File: config.mk
export PLATFORM = sky130hd
export DESIGN_NAME = pipeline_hazard_ctrl
export DESIGN_NICKNAME = d
export VERILOG_FILES = /design/src/rtl/pipeline_hazard_ctrl.sv
export SDC_FILE = /design/constraint.sdc
export NUM_CORES = 1
export LEC_CHECK = 0
export ABC_CLOCK_PERIOD_IN_PS = 4000
export CAP_MARGIN = 20
export CORE_ASPECT_RATIO = 0.75
export CORE_MARGIN = 5
export CORE_UTILIZATION = 51
export CTS_CLUSTER_SIZE = 25
export DETAILED_ROUTE_END_ITERATION = 8
export DONT_BUFFER_PORTS = 1
export PLACE_DENSITY_LB_ADDON = 0.1
export SLEW_MARGIN = 20
export SYNTH_ARGS = -nofsm -noshare
export SYNTH_HDL_FRONTEND = slang
export SYNTH_SLANG_ARGS = --single-unit
File: constraint.sdc
create_clock -name clk -period 4 [get_ports clk]
set_clock_uncertainty 0.05 [all_clocks]
set_input_delay 0.8 -clock clk [delete_from_list [all_inputs] [get_ports clk]]
set_output_delay 0.8 -clock clk [all_outputs]
set_load 0.005 [all_outputs]
File: src/rtl/pipeline_hazard_ctrl.sv
// Pipeline sequencing controller: the stall, freeze, bubble and flush enables for a
// 5-stage pipeline, a data-memory wait/timeout FSM and saturating perf counters.
module pipeline_hazard_ctrl #(
  parameter int unsigned REG_ADDR_W  = 5,
  parameter int unsigned MEM_TIMEOUT = 255,
  parameter int unsigned CNT_W       = 32
) (
  input  logic                  clk,
  input  logic                  rst,
  input  logic [REG_ADDR_W-1:0] id_rs1,
  input  logic [REG_ADDR_W-1:0] id_rs2,
  input  logic                  id_uses_rs1,
  input  logic                  id_uses_rs2,
  input  logic [REG_ADDR_W-1:0] ex_rd,
  input  logic                  ex_mem_read,
  input  logic                  id_branch_taken,
  input  logic                  mem_req,
  input  logic                  mem_ready,
  output logic                  pc_write,
  output logic                  if_id_write,
  output logic                  if_id_flush,
  output logic                  id_ex_flush,
  output logic                  ex_mem_write,
  output logic                  mem_wb_bubble,
  output logic [1:0]            state,
  output logic                  mem_timeout,
  output logic [CNT_W-1:0]      stall_count,
  output logic [CNT_W-1:0]      flush_count
);

  typedef enum logic [1:0] {
    RUN      = 2'd0,
    MEM_WAIT = 2'd1,
    FAULT    = 2'd2
  } state_t;

  localparam logic [7:0] TIMEOUT_VAL = 8'(MEM_TIMEOUT);

  state_t     state_q, state_d;
  logic [7:0] timer_q, timer_d;
  logic       fault_set;
  logic       load_use;

  assign state = state_q;

  assign load_use = ex_mem_read && (ex_rd != '0) &&
                    ((id_uses_rs1 && (id_rs1 == ex_rd)) ||
                     (id_uses_rs2 && (id_rs2 == ex_rd)));

  always_comb begin
    pc_write      = 1'b0;
    if_id_write   = 1'b0;
    if_id_flush   = 1'b0;
    id_ex_flush   = 1'b0;
    ex_mem_write  = 1'b0;
    mem_wb_bubble = 1'b0;
    state_d       = state_q;
    timer_d       = timer_q;
    fault_set     = 1'b0;

    // Enables stay low for as long as reset is held, independent of state.
    if (rst) begin
      unique case (state_q)
        RUN: begin
          pc_write     = 1'b1;
          if_id_write  = 1'b1;
          ex_mem_write = 1'b1;
          if (mem_req && !mem_ready) begin
            pc_write      = 1'b0;
            if_id_write   = 1'b0;
            ex_mem_write  = 1'b0;
            mem_wb_bubble = 1'b1;
            state_d       = MEM_WAIT;
            timer_d       = 8'd1;
          end else if (load_use) begin
            pc_write    = 1'b0;
            if_id_write = 1'b0;
            id_ex_flush = 1'b1;
          end else if (id_branch_taken) begin
            if_id_flush = 1'b1;
          end
        end
        MEM_WAIT: begin
          if (mem_ready) begin
            pc_write     = 1'b1;
            if_id_write  = 1'b1;
            ex_mem_write = 1'b1;
            state_d      = RUN;
            timer_d      = '0;
          end else begin
            mem_wb_bubble = 1'b1;
            if (timer_q == TIMEOUT_VAL) begin
              state_d   = FAULT;
              fault_set = 1'b1;
            end else begin
              timer_d = timer_q + 8'd1;
            end
          end
        end
        FAULT: begin
          mem_wb_bubble = 1'b1;
        end
        default: begin
          state_d = RUN;
          timer_d = '0;
        end
      endcase
    end
  end

  always_ff @(posedge clk or negedge rst) begin
    if (!rst) begin
      state_q     <= RUN;
      timer_q     <= '0;
      mem_timeout <= 1'b0;
      stall_count <= '0;
      flush_count <= '0;
    end else begin
      state_q <= state_d;
      timer_q <= timer_d;
      if (fault_set) begin
        mem_timeout <= 1'b1;
      end
      if (!pc_write && (state_q != FAULT) && (stall_count != '1)) begin
        stall_count <= stall_count + 1'b1;
      end
      if (if_id_flush && (flush_count != '1)) begin
        flush_count <= flush_count + 1'b1;
      end
    end
  end

endmodule
Word level (Yosys, flattened, before mapping)
Cells that the tools add are included.
W data, S select, Z words.

storage, ports and cells
  register bits = 75

operators by class
  multiplexer cells = 33
  equal/unequal tests = 11
  add/sub/neg operators = 3
  reductions and logical operators = 15
  bitwise logic cells = 1

operators with widths
  kind                     count
  $add A32 B1 Y32 const B  2
  $ne A32 B32 Y1 const B   2
  $mux W8                  3
  $pmux W8 S3              1
  $mux W1                  22
  $eq A5 B5 Y1             2
  $add A8 B1 Y8 const B    1
  $eq A8 B8 Y1 const B     1
  $logic_and A1 B1 Y1      8
  $reduce_and A4 Y1        2
  $mux W2                  3
  $ne A3 B3 Y1 const B     2
  $pmux W2 S3              1
  $reduce_bool A5 Y1       1
  $ne A2 B2 Y1 const B     2
  $pmux W1 S2              2
  $pmux W1 S3              1
  $eq A2 B1 Y1 const B     1
  $eq A2 B2 Y1 const B     1
  $logic_not A1 Y1         2
  $logic_not A2 Y1         1
  $logic_or A1 B1 Y1       1
  $not A1 Y1               1

Depth between registers and ports, before layout
  word-level depth = 11
  mapped depth = 11
  gate-level depth less buffers = 9

Least setup slack after synthesis
No wires, ideal clock.

  kind = input port to output port
  start = in ex_rd[1]
  end = out pc_write
  stages = 5
  arrival time = 2.080 ns
  data required time = 3.150 ns
  path slack = 1.070 ns
  path buffers = 1
  cell sequence = or4_1 o21a_1 a21oi_1 nand2b_1 buf_4

on the way
  cells in the longest elaborated chain, start to end = 8
  elaborated cells on any way between the ends = 12

RTL lines
  what                                    RTL line  text
  from (decl)                             14        input logic [REG_ADDR_W-1:0] ex_rd,
  $eq A5 B5 Y1 (on tied branches)         47, 48
  $logic_and A1 B1 Y1 (on tied branches)  47, 48
  $logic_or A1 B1 Y1                      47        ((id_uses_rs1 && (id_rs1 == ex_rd)) ||
  $logic_and A1 B1 Y1 (*)                 46        assign load_use = ex_mem_read && (ex_rd != '0) &&
  $mux W1 (*) (2 in series)               --
  $pmux W1 S2 (*)                         --
  $mux W1 (*)                             --
  to (decl)                               19        output logic pc_write,

Mark *: on every way between the ends. The rest lies on a longest branch, timed or not.

Final worst setup path
  start = in ex_rd[1]
  end = out if_id_write

on the way
  cells in the longest elaborated chain, start to end = 8
  elaborated cells on any way between the ends = 12

RTL lines
  what                                    RTL line  text
  $eq A5 B5 Y1 (on tied branches)         47, 48
  $logic_and A1 B1 Y1 (on tied branches)  47, 48
  $logic_or A1 B1 Y1                      47
  $logic_and A1 B1 Y1 (*)                 46
  $mux W1 (*)                             75        end else if (load_use) begin
  $mux W1 (*)                             68        if (mem_req && !mem_ready) begin
  $pmux W1 S2 (*)                         63        unique case (state_q)
  $mux W1 (*)                             62        if (rst) begin
  to (decl)                               20        output logic if_id_write,

Marked as above.

==> results.json <==
{
  "run_status": "completed",
  "wl_per_cell_um": 16.7,
  "cp_max_fo": 3,
  "chipWidth_um": 110,
  "ff2ff_setup_slack_ps": 1650,
  "detailroute.via_count": 2677,
  "post-layout-total-power_mw": 1.73,
  "cp_data_required_time_ps": 3150,
  "clock-sinks": 75,
  "port_buffers": 0,
  "cts_tree": "built",
  "clkSlewWorstSetupHoldPaths_ps": 70,
  "number_of_antenna_violations_at_the_first_check_in_global_routing": 0,
  "mappedNetlistArea_sq_um": 3850,
  "synthDominantAreaCellType": "sky130_fd_sc_hd__dfrtp_1",
  "ys_ff_latch": 75,
  "final_count_of_hold_timing_violations": 0,
  "rr_startpoint": "stall_count[8]",
  "cts_buffers": 9,
  "holdCritPathClass": "in2async",
  "startpoint_type_of_the_worst_setup_path": "input port",
  "finalWeightedCongestion": 0.771,
  "setup.worst_path.end_class": "primary output",
  "worst-endpoint-arrival_ps": 2100,
  "die_area_sq_um": 9400,
  "drt_first_iter_violations": 109,
  "post-route-period-util": 0.738,
  "design.final.nets": 406,
  "cap_viol_max_count": 0,
  "worst_slew_margin_rel": 0.564,
  "wirelength_um": 8130,
  "clk_latency_worst_skew_pair_ps": 340,
  "grt.total_usage": 0.179,
  "static_leakage_nw": 1.76,
  "synthFlopType": "sky130_fd_sc_hd__dfrtp_1",
  "final-max-slew-violation-count": 0,
  "final_antenna_net_count": 0,
  "core-area_sq_um": 7330,
  "post_cts.repair.setup_buffers": 0,
  "htree_num_levels": 3,
  "post-synth-top-area-fraction": 0.488,
  "synth_seq_area_share": 0.488,
  "largest_net_degree_at_the_start_of_global_routing": 84,
  "grt-ovfl-total": 0,
  "design.portCount": 96,
  "power.density_cell_area_nw_per_um2": 420,
  "cts-root-buf": "sky130_fd_sc_hd__clkbuf_8",
  "route.detailed.drc": 0,
  "synthArstFlopShare": 1.00,
  "worst-slew-pin-transition_ps": 652,
  "area_overhead_of_the_layout_relative_to_synthesis_pct": 7.15,
  "reg2reg_to": "stall_count[3]",
  "synth_cell_type_count": 49,
  "netlist_instances": 374,
  "synth_area_per_cell_sq_um": 10.3,
  "antenna-diode-count": 0,
  "register_area_sq_um": 1880,
  "post-dp-hpwl_um": 5950,
  "placement_rows": 27,
  "grt_pass1_vias": 2701,
  "vdd_ir_drop_max_v": 0.000203,
  "mappedNetlistNets": 400,
  "via_per_inst": 5.51,
  "crit_type": "in2out",
  "dieHeight_um": 85.2,
  "ys_top_cells_by_area": "sky130_fd_sc_hd__dfrtp_1 (49%), sky130_fd_sc_hd__xnor2_1 (13%), sky130_fd_sc_hd__nand4_1 (3.9%), sky130_fd_sc_hd__nand2_1 (3.3%), sky130_fd_sc_hd__nand3_1 (3.0%)",
  "clock_tree.buffer_depth": 2,
  "initial_core_util": 0.525,
  "synth.yosys.warnings": 0,
  "post_cts_resized": 0,
  "area_of_combinational_cells_with_multiple_inputs_sq_um": 1860,
  "final_setup_fails": 0,
  "timing.setup.tns_ps": 0,
  "share_of_post_route_cells_with_drive_strength_above_1": 0.0857,
  "detail_route.first_pass.iterations": 4,
  "grt_pass1_wl_um": 13400,
  "nFillCells": 662,
  "final_worst_path_period_need_ps": 2950,
  "rsz_0062_raised_after_global_routing": "no",
  "number_of_synthesized_flops_with_an_enable_pin": 0,
  "worst-r2r-cell-count": 7,
  "post_cts_hold_buffer_count": 0,
  "max_freq_mhz": 339
}
[metal layers]
metal  part of all wire  up-vias  track usage
li1                   -     1322            -
met1               0.45     1267        0.240
met2               0.44       84        0.270
met3              0.096        4       0.0814
met4             0.0086        0       0.0369
met5                  0        -            0
[cell type report]
cell class                      count  area share
Clock buffer                       10      0.0334
Clock inverter                      6      0.0158
Inverter                           12      0.0112
Multi-Input combinational cell    281       0.451
Sequential cell                    75       0.455
Tap cell                          101      0.0307
Timing Repair Buffer                1     0.00273
[logic make-up after synthesis]
| group | count (synthesis) | share of synthesized area |
|---|---|---|
| buffers and inverters | 18 | 0.0289 |
| multiplexers | 2 | 0.00585 |
| flip-flops | 75 | 0.488 |
| XOR/XNOR | 72 | 0.164 |
| AND/OR/NAND/NOR | 172 | 0.243 |
| AO/OA/AOI/OAI | 32 | 0.0605 |
| adder cells (fa/ha/maj) | 3 | 0.00976 |
[worst max path at each step]
stage | start | to | slack [ps] | cells past startpoint
after floorplan | ex_rd[1] | pc_write | 1070 | 5
after detailed placement | ex_rd[0] | stall_count[17] | 930 | 7
final | ex_rd[1] | if_id_write | 1050 | 4
after global routing | ex_rd[1] | if_id_write | 930 | 4
after global placement | ex_rd[2] | stall_count[1] | 970 | 6
after CTS | ex_rd[1] | if_id_write | 990 | 4
[report_power, final]
group          switching (mW)  internal (mW)  leakage [nW]
logic                  0.0955         0.0995         0.661
clock network           0.277          0.305         0.102
registers               0.120          0.832          1.00
total                   0.493           1.24          1.76
[cell usage after synthesis, types with 2 or more instances]
library cell and number:
sky130_fd_sc_hd__a22o_1 2, sky130_fd_sc_hd__o21a_1 3, sky130_fd_sc_hd__nand4_1 24, sky130_fd_sc_hd__ha_1 3, sky130_fd_sc_hd__or3_1 3, sky130_fd_sc_hd__buf_6 3
sky130_fd_sc_hd__o21ai_0 12, sky130_fd_sc_hd__nor2_1 29, sky130_fd_sc_hd__xnor2_1 59, sky130_fd_sc_hd__a21oi_1 4, sky130_fd_sc_hd__nand3_2 5, sky130_fd_sc_hd__inv_1 10
sky130_fd_sc_hd__and4_1 6, sky130_fd_sc_hd__nand2_1 34, sky130_fd_sc_hd__and3_1 13, sky130_fd_sc_hd__nand2b_1 3, sky130_fd_sc_hd__and2_1 4, sky130_fd_sc_hd__nor2b_1 3
sky130_fd_sc_hd__xor2_1 13, sky130_fd_sc_hd__nor3_1 16, sky130_fd_sc_hd__dfrtp_1 75, sky130_fd_sc_hd__nand3_1 23
[cell usage in the layout (no fill, tap or decap), drive strengths merged, types with 6 or more instances in the layout]
cell    instances
inv            10
nor2           29
xor2           13
xnor2          59
dfrtp          75
nor3           16
and4            6
nand3          28
clkinv          6
clkbuf         10
and3           14
nand2          36
o21ai          13
nand4          25
[metrics by stage]
stage | instances | hold WS, ps | utilization | cell area [sq um] | worst slack [ps]
CTS | 485 | 81.0 | 0.561 | 4110 | 991
detailed placement | 469 | 443 | 0.533 | 3910 | 930
global placement | 469 | 436 | 0.533 | 3910 | 968
global route | 486 | 74.0 | 0.562 | 4120 | 931
floorplan | 374 | 410 | - | 3850 | 1070
finish | 486 | 104 | 0.562 | 4120 | 1050
[state kept, by name (all words and copies together) (netlist names)]
| signal | flops |
|---|---|
| state | 2 |
| mem_timeout | 1 |
| timer_q | 8 |
| flush_count | 32 |
| stall_count | 32 |
[critical path: stages]
cell and delay (ps):
sky130_fd_sc_hd__or4_1 510, sky130_fd_sc_hd__o21a_1 200, sky130_fd_sc_hd__a21oi_1 360, sky130_fd_sc_hd__nand2b_1 230
Power figures use the tool's default switching activity.
